<file path="config.mk">
export PLATFORM = sky130hd
export DESIGN_NAME = usb_rx_elastic_ctrl
export DESIGN_NICKNAME = d
export VERILOG_FILES = /design/src/rtl/usb_rx_elastic_ctrl.sv
export SDC_FILE = /design/constraint.sdc
export NUM_CORES = 1
export LEC_CHECK = 0
export BUFFER_PORTS_ARGS = -buffer_cell sky130_fd_sc_hd__buf_2
export CAP_MARGIN = 10
export CELL_PAD_IN_SITES_DETAIL_PLACEMENT = 1
export CELL_PAD_IN_SITES_GLOBAL_PLACEMENT = 1
export CORE_MARGIN = 3
export CORE_UTILIZATION = 41
export DETAILED_ROUTE_END_ITERATION = 12
export PLACE_DENSITY_LB_ADDON = 0.12
export SYNTH_ARGS = -nofsm -noshare
export SYNTH_HDL_FRONTEND = slang
export SYNTH_SLANG_ARGS = --single-unit
</file>
<file path="constraint.sdc">
create_clock -name clk -period 3.76 [get_ports clk]
set_input_delay 0.752 -clock clk [delete_from_list [all_inputs] [get_ports clk]]
set_output_delay 0.752 -clock clk [all_outputs]
set_load 0.005 [all_outputs]
</file>
<file path="src/rtl/usb_rx_elastic_ctrl.sv">
// Read-side sequencer for the receive elastic FIFO: fill hold-off, SKP delete/insert
// drift compensation and RxStatus generation. Optional counters under USB_ELBUF_STATS_EN.
module usb_rx_elastic_ctrl #(
    parameter int ASIZE    = 8,
    parameter int FILL_LVL = 128,
    parameter int HI_LVL   = 160,
    parameter int LO_LVL   = 96
) (
    input  logic             clk,
    input  logic             rst_n,
    input  logic             enable,
    input  logic [ASIZE:0]   fifo_level,
    input  logic             fifo_empty,
    input  logic             fifo_full,
    input  logic [9:0]       fifo_rdata,
    output logic             fifo_rinc,
    output logic [9:0]       out_data,
    output logic             out_valid,
    output logic [2:0]       rx_status,
    output logic             running
`ifdef USB_ELBUF_STATS_EN
    ,
    output logic [15:0]      skp_add_cnt,
    output logic [15:0]      skp_del_cnt,
    output logic [7:0]       ovf_cnt,
    output logic [7:0]       unf_cnt
`endif
);

    typedef enum logic [1:0] {
        ST_IDLE = 2'd0,
        ST_FILL = 2'd1,
        ST_RUN  = 2'd2
    } state_t;

    localparam logic [ASIZE:0] FILL_LVL_C = FILL_LVL[ASIZE:0];
    localparam logic [ASIZE:0] HI_LVL_C   = HI_LVL[ASIZE:0];
    localparam logic [ASIZE:0] LO_LVL_C   = LO_LVL[ASIZE:0];

    localparam logic [2:0] ST_OK   = 3'b000;
    localparam logic [2:0] ST_ADD  = 3'b001;
    localparam logic [2:0] ST_DEL  = 3'b010;
    localparam logic [2:0] ST_OVF  = 3'b101;
    localparam logic [2:0] ST_UNF  = 3'b110;

    // K28.1 in either running disparity
    function automatic logic is_skp(input logic [9:0] sym);
        return (sym == 10'b0011111001) || (sym == 10'b1100000110);
    endfunction

    state_t      state_q, state_d;
    logic [9:0]  data_q, data_d;
    logic        valid_q, valid_d;
    logic [2:0]  status_q, status_d;
    logic        lock_q, lock_d;
    logic        rinc_s;
    logic        ins_s, del_s, ovf_s, unf_s;
    logic        skp_s;

    assign skp_s = is_skp(fifo_rdata);

    // Next-state, read strobe and output decode; enable low overrides everything
    always_comb begin
        state_d  = state_q;
        data_d   = data_q;
        valid_d  = 1'b0;
        status_d = ST_OK;
        lock_d   = lock_q;
        rinc_s   = 1'b0;
        ins_s    = 1'b0;
        del_s    = 1'b0;
        ovf_s    = 1'b0;
        unf_s    = 1'b0;
        if (!enable) begin
            state_d = ST_IDLE;
            lock_d  = 1'b0;
        end else begin
            case (state_q)
                ST_IDLE: begin
                    state_d = ST_FILL;
                    lock_d  = 1'b0;
                end
                ST_FILL: begin
                    lock_d = 1'b0;
                    if (fifo_full) begin
                        status_d = ST_OVF;
                        ovf_s    = 1'b1;
                    end else if (fifo_level >= FILL_LVL_C) begin
                        state_d = ST_RUN;
                    end else begin
                        state_d = ST_FILL;
                    end
                end
                ST_RUN: begin
                    if (fifo_empty) begin
                        status_d = ST_UNF;
                        state_d  = ST_FILL;
                        unf_s    = 1'b1;
                    end else if (fifo_full) begin
                        rinc_s   = 1'b1;
                        data_d   = fifo_rdata;
                        valid_d  = 1'b1;
                        status_d = ST_OVF;
                        ovf_s    = 1'b1;
                    end else if (skp_s && (fifo_level > HI_LVL_C) && !lock_q) begin
                        rinc_s   = 1'b1;
                        status_d = ST_DEL;
                        lock_d   = 1'b1;
                        del_s    = 1'b1;
                    end else if (skp_s && (fifo_level < LO_LVL_C) && !lock_q) begin
                        // Head is not popped, so the same SKP is forwarded again next cycle
                        data_d   = fifo_rdata;
                        valid_d  = 1'b1;
                        status_d = ST_ADD;
                        lock_d   = 1'b1;
                        ins_s    = 1'b1;
                    end else begin
                        rinc_s   = 1'b1;
                        data_d   = fifo_rdata;
                        valid_d  = 1'b1;
                        lock_d   = 1'b0;
                    end
                end
                default: begin
                    state_d = ST_IDLE;
                    lock_d  = 1'b0;
                end
            endcase
        end
    end

    // State and registered output stage
    always_ff @(posedge clk or negedge rst_n) begin
        if (!rst_n) begin
            state_q  <= ST_IDLE;
            data_q   <= 10'd0;
            valid_q  <= 1'b0;
            status_q <= 3'b000;
            lock_q   <= 1'b0;
        end else begin
            state_q  <= state_d;
            data_q   <= data_d;
            valid_q  <= valid_d;
            status_q <= status_d;
            lock_q   <= lock_d;
        end
    end

    assign fifo_rinc = rinc_s;
    assign out_data  = data_q;
    assign out_valid = valid_q;
    assign rx_status = status_q;
    assign running   = (state_q == ST_RUN);

`ifdef USB_ELBUF_STATS_EN
    logic [15:0] add_cnt_q, del_cnt_q;
    logic [7:0]  ovf_cnt_q, unf_cnt_q;

    function automatic logic [15:0] sat_inc16(input logic [15:0] v);
        return (v == 16'hFFFF) ? v : v + 16'd1;
    endfunction

    function automatic logic [7:0] sat_inc8(input logic [7:0] v);
        return (v == 8'hFF) ? v : v + 8'd1;
    endfunction

    // Saturating event counters, cleared while the receiver is disabled
    always_ff @(posedge clk or negedge rst_n) begin
        if (!rst_n) begin
            add_cnt_q <= 16'd0;
            del_cnt_q <= 16'd0;
            ovf_cnt_q <= 8'd0;
            unf_cnt_q <= 8'd0;
        end else if (!enable) begin
            add_cnt_q <= 16'd0;
            del_cnt_q <= 16'd0;
            ovf_cnt_q <= 8'd0;
            unf_cnt_q <= 8'd0;
        end else begin
            if (ins_s) add_cnt_q <= sat_inc16(add_cnt_q);
            if (del_s) del_cnt_q <= sat_inc16(del_cnt_q);
            if (ovf_s) ovf_cnt_q <= sat_inc8(ovf_cnt_q);
            if (unf_s) unf_cnt_q <= sat_inc8(unf_cnt_q);
        end
    end

    assign skp_add_cnt = add_cnt_q;
    assign skp_del_cnt = del_cnt_q;
    assign ovf_cnt     = ovf_cnt_q;
    assign unf_cnt     = unf_cnt_q;
`endif

endmodule
</file>
==> results of run 1 <==
## registers in the layout (all words and copies together) (netlist names)
signal / count
rx_status: 3
out_data: 10
out_valid: 1
lock_q: 1
state_q: 2
## logic make-up after synthesis
group / Yosys count / share of synthesized area
compound gates: 35 / 0.2624
buf+inv: 15 / 0.06348
flops: 17 / 0.3175
fa+ha+maj: 4 / 0.03735
simple gates: 68 / 0.3193
## cell usage in the layout (no fill, tap or decap), types with 4 or more instances in the layout
| cell | netlist | layout |
|---|---|---|
| dfrtp_1 | 17 | 17 |
| nand3_1 | 21 | 21 |
| o2111ai_1 | 10 | 10 |
| a221oi_2 | 10 | 10 |
| ha_1 | 4 | 4 |
| inv_1 | 4 | 4 |
| and2_1 | 10 | 10 |
| nand2_1 | 6 | 6 |
| buf_2 | 4 | 39 |
| and3_1 | 12 | 12 |
## worst paths after layout
kind	start	cells after the start	to	slack, ns
worst max-delay path	fifo_rdata[8]	6	fifo_rinc	0.89
worst min-delay path	rst_n	1	out_data[0]$_DFFE_PN0P_	0.37
worst max register to register	state_q[0]$_DFFE_PN0P_	6	out_data[1]$_DFFE_PN0P_	1.83
worst min register to register	out_data[4]$_DFFE_PN0P_	2	out_data[4]$_DFFE_PN0P_	0.56
max in group asynchronous	rst_n	1	out_data[8]$_DFFE_PN0P_	3.08
min in group clk	out_data[4]$_DFFE_PN0P_	2	out_data[4]$_DFFE_PN0P_	0.56
## worst max-delay path: stages
cell and delay, ns:
buf_2 0.12, nor3b_1 0.26, nand3_1 0.41, a21oi_1 0.33, a21oi_1 0.09, buf_2 0.14
## power by group
part	switching (mW)	internal, mW	total, mW
Clock	0.0654	0.0396	0.105
Combinational	0.123	0.153	0.276
Sequential	0.0572	0.243	0.300
Total	0.246	0.435	0.681
## stage by stage
| step | setup slack (ns) | hold WS (ns) | utilization | cell area [µm²] |
|---|---|---|---|---|
| after floorplan | 1.453 | 0.4564 | - | 1340 |
| after global placement | 0.9512 | 0.5214 | 0.4988 | 1535 |
| after detailed placement | 0.8890 | 0.5413 | 0.4988 | 1535 |
| after CTS | 0.8854 | 0.3820 | 0.5077 | 1563 |
| after global routing | 0.7282 | 0.3799 | 0.5077 | 1563 |
| final | 0.8926 | 0.3708 | 0.5077 | 1563 |
## layout make-up
type | count | area, µm²
fillers | 379 | 1515
multi-input cells | 107 | 829.5
flip-flops and latches | 17 | 425.4
repair buffers | 41 | 210.2
well taps | 44 | 55.05
clock buffers | 3 | 22.52
inverters | 4 | 15.01
clock inverters | 1 | 5.005
## metal layers
layer	GRT usage	share of wire	vias up	wire [µm]
li1	-	-	622	-
met1	0.2412	0.42	654	1635
met2	0.3887	0.53	33	2056
met3	0.03743	0.040	6	154
met4	0.08356	0.012	0	45
met5	0	0	-	0
==> run_results.csv, run 1 <==
group,metric,value,unit
drt,drtIter0Drc,49,
global_route,grt_overflow,0,
floorplanning,initial_core_util,0.4354,
clocking,cts_sinks,17,
synth,synth-edff-count,0,
clocking,path_clk_slew,0.12,ns
synth,synth-seq-cells,17,
power,vdd_ir_drop_max,0.2018,mV
global_route,grt_use_total,0.2118,
layout,syn_to_final_growth,16.62,%
timing,grt_setup_unrepaired,"false",
drt,wl_per_cell,17.94,µm
timing,slew-limit-headroom,0.5507,
timing,final.setup.tns,0,ns
status,status,"complete, no violations",
critical_path,cp_max_fo,11,
placement,io_buffers,39,
drt,vias,1315,
power,power.total,0.6815,mW
layout,antenna_cells,0,
timing,final-max-slew-violation-count,0,
timing,fmax,348.7,MHz
layout,final_cell_count_no_fill,217,
clocking,cts_tree,"done",
synth,post_synth.cell_area_avg,9.641,µm²
critical_path,cp.arrival,2.12,ns
global_route,antenna_found_initial,0,
critical_path,cp-start-kind,"input port",
clocking,htree_levels,1,
timing,fin_crit,2.867,ns
timing,final-setup-viol-count,0,
synth,synth_ff_type,"dfrtp_1",
floorplanning,core_area,3078,µm²
floorplanning,io_pins,40,
timing,tightest_slew,0.6740,ns
clocking,post-cts-setup-buffers,0,
global_route,grt_pass1_wl,6.748,mm
clocking,root_buffer,"clkbuf_4",
global_route,grt_max_degree,24,
floorplanning,die_w,63.17,µm
drt,viasPerCell,6.060,
clocking,cts_hold_buf,0,
placement,dp_cells,213,
synth,synth_most_common_cell,"nand3_1",
critical_path,worstSetupPathType,"input port to primary output",
drt,drc,0,
synth,ys_seq_area_frac,0.3175,
run,cap_viol_max_count,0,
timing,post-route-period-util,0.7626,
floorplanning,die-area,3990,µm²
drt,first_pass_iters,4,
clocking,cts-buffers-inserted,3,
timing,clock_skew,0.007074,ns
min_path,hold_class,"input port to asynchronous set/reset pin",
drt,drt-total-wl,3.892,mm
clocking,clk_path_buf_depth,2,
clocking,cts_resized,0,
clocking,clkLatencyLatePin,0.30,ns
power,power_density,436.1,nW/µm²
placement,dp_hpwl,2.891,mm
synth,syn_inst,139,
synth,synthTopCellsByCount,"21 x nand3_1, 17 x dfrtp_1, 12 x and3_1",
placement,place.gp.congestion,0.7548,
synth,ys_top_cells_by_area,"dfrtp_1 32%, a221oi_2 11%, nand3_1 7.8%",
synth,synth.top_cell.area_share,0.3175,
power,leakage,0.7402,nW
synth,synth_area_leader_cell,"dfrtp_1",
synth,netlist_area,1340,µm²
floorplanning,die_h,63.17,µm
critical_path,required,3.01,ns
synth,ys_warn_count,0,
timing,finalHoldViolCount,0,
global_route,grt_pass1_vias,1446,
synth,ys_types,38,
layout,nets,202,
floorplanning,rows,20,
critical_path,cp-end-kind,"primary output",
drt,ant_nets,0,
synth,async_flop_share,1.000,
layout,layout-drive-gt1-share,0.3526,
synth,syn-num-nets,167,
Note: power is estimated with default switching activity, not from simulation.
==> run 2, diff against run 1 <==
Settings changed: CORE_UTILIZATION 41 to 34.
Clock period 3.76 ns to 2.31 ns, I/O delays scaled along.
==> run 2 against run 1 <==
Compared with the run above:
- sequential cell count stayed put
- clock power is 130% higher
- via count is 2.4% lower
- first-iteration DRC count is 29% lower
- critical path type is now flop to primary output
==> run_results.csv, run 2 (synthesized netlist as in run 1, its figures left out) <==
group,metric,value,unit
floorplanning,die-area,4731,µm²
placement,io_buffers,39,
power,power_density,736.2,nW/µm²
min_path,hold_class,"input port to asynchronous set/reset pin",
global_route,grt_pass1_vias,1346,
layout,nets,204,
floorplanning,die_h,68.78,µm
placement,dp_slack,0.3127,ns
timing,final.setup.tns,0,ns
timing,slew-limit-headroom,0.5969,
power,leakage,0.7512,nW
layout,final_common_cell,"buf_2",
placement,dp_cells,219,
placement,dp_hpwl,2.897,mm
layout,area.sequential,425.4,µm²
floorplanning,rows,22,
floorplanning,die_w,68.78,µm
timing,final-setup-viol-count,0,
global_route,antenna_found_initial,0,
critical_path,worstSetupPathType,"flop to primary output",
drt,ant_nets,0,
global_route,grt_pass1_wl,6.603,mm
clocking,clkLatencyLatePin,0.26,ns
global_route,grt_use_total,0.1893,
global_route,grt_max_degree,24,
layout,post-route-cell-area,1610,µm²
critical_path,cp-end-kind,"primary output",
critical_path,cp_max_fo,12,
placement,placed_cell_area,1555,µm²
power,power.total,1.185,mW
layout,final_cell_count_no_fill,223,
placement,place.gp.congestion,0.8053,
layout,largest_reg_flops,10,
layout,layout-drive-gt1-share,0.3714,
clocking,cts_sinks,17,
critical_path,required,1.85,ns
layout,final_cell_mix,"39 x buf_2, 21 x nand3_1, 17 x dfrtp_1",
critical_path,cp-start-kind,"flop",
drt,vias,1283,
clocking,htree_levels,1,
clocking,path_clk_slew,0.08,ns
timing,clock_skew,0.004323,ns
floorplanning,io_pins,40,
floorplanning,core_area,3744,µm²
clocking,cts_tree,"done",
drt,first_pass_iters,4,
critical_path,cp.arrival,1.71,ns
clocking,clk_path_buf_depth,2,
timing,fmax,459.4,MHz
clocking,post-cts-setup-buffers,0,
layout,antenna_cells,0,
clocking,cts-buffers-inserted,3,
layout,multi_input_area,835.8,µm²
layout,fillers,462,
drt,drtIter0Drc,35,
timing,finalHoldViolCount,0,
layout,fin_util,0.4301,
timing,post-route-period-util,0.9423,
global_route,grt_overflow,0,
drt,drc,0,
timing,grt_setup_unrepaired,"false",
timing,worst_hold_slack,0.1324,ns
drt,viasPerCell,5.753,
status,status,"complete, no violations",
timing,tightest_slew,0.6046,ns
timing,fin_crit,2.177,ns
drt,wl_per_cell,18.06,µm
drt,drt-total-wl,4.028,mm
floorplanning,initial_core_util,0.3580,
layout,syn_to_final_growth,20.17,%
timing,finalWorstSetupSlack,0.1332,ns
power,vdd_ir_drop_max,0.2424,mV
run,cap_viol_max_count,0,
clocking,root_buffer,"clkbuf_8",
timing,final-max-slew-violation-count,0,
[run 2: cell type report]
cell class | count | share of cell area
Multi-Input combinational cell | 107 | 0.5190
Sequential cell | 17 | 0.2642
Timing Repair Buffer | 43 | 0.1399
Tap cell | 48 | 0.03730
Clock buffer | 3 | 0.02564
Inverter | 4 | 0.009324
Clock inverter | 1 | 0.004662
[run 2: repair_timing]
action | CTS | global route
hold endpoints to repair | 0 | 0
endpoints found under the setup margin | 0 | 1
gates resized for setup | 0 | 2
hold buffers | 0 | 0
[run 2: worst paths after layout]
| kind | start | endpoint | slack (ns) | cells after the start |
|---|---|---|---|---|
| max | state_q[0]$_DFFE_PN0P_ | fifo_rinc | 0.13 | 6 |
| min | rst_n | out_data[5]$_DFFE_PN0P_ | 0.13 | 1 |
| max reg2reg | state_q[0]$_DFFE_PN0P_ | out_data[2]$_DFFE_PN0P_ | 0.49 | 6 |
| min reg2reg | out_data[0]$_DFFE_PN0P_ | out_data[0]$_DFFE_PN0P_ | 0.55 | 2 |
| max in group asynchronous | rst_n | lock_q$_DFFE_PN0P_ | 1.87 | 1 |
| min in group clk | enable | rx_status[2]$_DFF_PN0_ | 0.48 | 3 |
[run 2: routing by layer]
metal | GRT usage | share of wire | vias to the layer above
met1 | 0.2215 | 0.43 | 634
met5 | 0 | 0 | -
met4 | 0.05109 | 0.0072 | 0
met3 | 0.02917 | 0.044 | 2
li1 | - | - | 618
met2 | 0.3540 | 0.52 | 29
[run 2: report_power, final]
| part | total (mW) | switching [mW] | leakage [nW] | internal [mW] |
|---|---|---|---|---|
| clock | 0.246 | 0.124 | 0.0217 | 0.122 |
| sequential | 0.488 | 0.0920 | 0.219 | 0.396 |
| combinational | 0.452 | 0.200 | 0.510 | 0.252 |
| total | 1.19 | 0.416 | 0.751 | 0.769 |
[run 2: worst max-delay path: stages (launching register included)]
cell	delay (ns)
dfrtp_1	0.42
inv_1	0.10
ha_2	0.23
nand2_1	0.10
or2_4	0.33
a21oi_2	0.15
buf_2	0.13
==> run 3, diff against run 2 <==
Settings changed: CORE_UTILIZATION 34 to 38.
Clock period 2.31 ns to 2.5 ns, I/O delays scaled along.
==> run 3 against run 2 <==
Compared with the run above:
- sequential power down 7.6%
- routed wire length down 0.92%
- count of clock-buffer cells in the layout unchanged
- global-route usage up 1.2 points
- sequential share of layout area up 0.37 points
- critical endpoint unchanged
- largest cell class unchanged
==> run_results.csv, run 3 (synthesized netlist as in run 1, its figures left out) <==
group,metric,value,unit
placement,place.gp.congestion,0.7844,
power,vdd_ir_drop_max,0.3908,mV
floorplanning,initial_core_util,0.4184,
clocking,root_buffer,"clkbuf_4",
global_route,grt_max_degree,24,
timing,slew-limit-headroom,0.5624,
clocking,cts_sinks,17,
placement,io_buffers,39,
critical_path,cp-end-kind,"primary output",
critical_path,cp-start-kind,"flop",
layout,multi_input_area,832.0,µm²
clocking,htree_levels,1,
layout,area.sequential,425.4,µm²
critical_path,worstSetupStartpoint,"state_q[0]$_DFFE_PN0P_",
placement,dp_cells,216,
drt,viasPerCell,6.086,
global_route,grt_overflow,0,
layout,final_cell_count_no_fill,220,
timing,fin_crit,2.308,ns
timing,clock_skew,0.01366,ns
floorplanning,die_w,65.39,µm
timing,tightest_slew,0.6564,ns
layout,antenna_cells,0,
power,power.total,1.031,mW
floorplanning,die_h,65.39,µm
timing,post-route-period-util,0.9232,
placement,dp_slack,0.4438,ns
critical_path,reg2reg_to,"out_data[0]$_DFFE_PN0P_",
power,power_density,649.3,nW/µm²
timing,final-max-slew-violation-count,0,
drt,wl_per_cell,18.14,µm
clocking,clk_path_buf_depth,2,
critical_path,rrSetupSlack,0.62,ns
layout,fillers,403,
global_route,grt_pass1_vias,1374,
timing,fmax,433.3,MHz
layout,layout-drive-gt1-share,0.3693,
critical_path,r2r_start,"state_q[0]$_DFFE_PN0P_",
timing,final.setup.tns,0,ns
floorplanning,die-area,4275,µm²
floorplanning,rows,20,
critical_path,worstSetupPathType,"flop to primary output",
critical_path,required,2.00,ns
drt,ant_nets,0,
layout,largest_reg_flops,10,
drt,drtIter0Drc,57,
layout,nets,205,
critical_path,r2r_cells,6,
timing,finalWorstSetupSlack,0.1920,ns
clocking,cts-buffers-inserted,3,
layout,final_common_cell,"buf_2",
global_route,grt_use_total,0.2013,
placement,dp_hpwl,2.895,mm
layout,syn_to_final_growth,18.49,%
floorplanning,core_area,3203,µm²
critical_path,cp_max_fo,12,
floorplanning,io_pins,40,
timing,final-setup-viol-count,0,
drt,vias,1339,
status,status,"complete, no violations",
drt,first_pass_iters,4,
clocking,cts_tree,"done",
critical_path,cp.arrival,1.81,ns
clocking,post-cts-setup-buffers,0,
timing,worst_hold_slack,0.1072,ns
power,leakage,0.7525,nW
clocking,clkLatencyLatePin,0.31,ns
drt,drc,0,
timing,finalHoldViolCount,0,
global_route,grt_pass1_wl,6.679,mm
timing,grt_setup_unrepaired,"false",
drt,drt-total-wl,3.991,mm
clocking,path_clk_slew,0.12,ns
global_route,antenna_found_initial,0,
run,cap_viol_max_count,0,
min_path,hold_class,"input port to asynchronous set/reset pin",
layout,final_cell_mix,"39 x buf_2, 21 x nand3_1, 17 x dfrtp_1",
critical_path,crit_end,"fifo_rinc",
[run 3: cell type report]
cell class              count  share of cell area
clock buffers               3             0.01418
clock inverters             1            0.003152
inverters                   4            0.009456
multi-input cells         107              0.5240
flip-flops and latches     17              0.2679
well taps                  44             0.03467
repair buffers             44              0.1466
[run 3: routing by layer]
layer  up-vias  share of wire  GRT usage
met5         -              0          0
met4         0         0.0075    0.03886
met3         5          0.037    0.03248
met2        28           0.48     0.3413
met1       682           0.48     0.2704
li1        624              -          -
[run 3: worst max-delay path, stage by stage (launching register included)]
cell	delay (ns)
dfrtp_1	0.43
inv_1	0.10
ha_2	0.24
nand2_1	0.11
or2_4	0.34
a21oi_1	0.15
buf_2	0.13
[run 3: through the flow]
stage	cell area (µm²)	util
floorplan	1340	-
global placement	1558	0.4863
detailed placement	1558	0.4863
CTS	1585	0.4949
global route	1588	0.4957
finish	1588	0.4957
[run 3: timing repair]
item	in CTS	in global routing
setup endpoints to repair	0	1
hold endpoints to repair	0	0
hold buffers	0	0
resized for setup	0	1
[run 3: worst min path at each step]
stage / slack (ns) / endpoint / startpoint
finish: 0.11 / out_data[3]$_DFFE_PN0P_ / rst_n
global route: 0.13 / rx_status[2]$_DFF_PN0_ / rst_n
CTS: 0.11 / out_data[3]$_DFFE_PN0P_ / rst_n
detailed placement: 0.46 / rx_status[2]$_DFF_PN0_ / rst_n
global placement: 0.45 / rx_status[2]$_DFF_PN0_ / rst_n
floorplan: 0.20 / lock_q$_DFFE_PN0P_ / rst_n
[run 3: where the power goes]
part / leakage [nW] / switching [mW] / internal [mW]
clock: 0.0177 / 0.101 / 0.0598
combinational: 0.516 / 0.186 / 0.233
sequential: 0.219 / 0.0860 / 0.365
total: 0.753 / 0.373 / 0.658
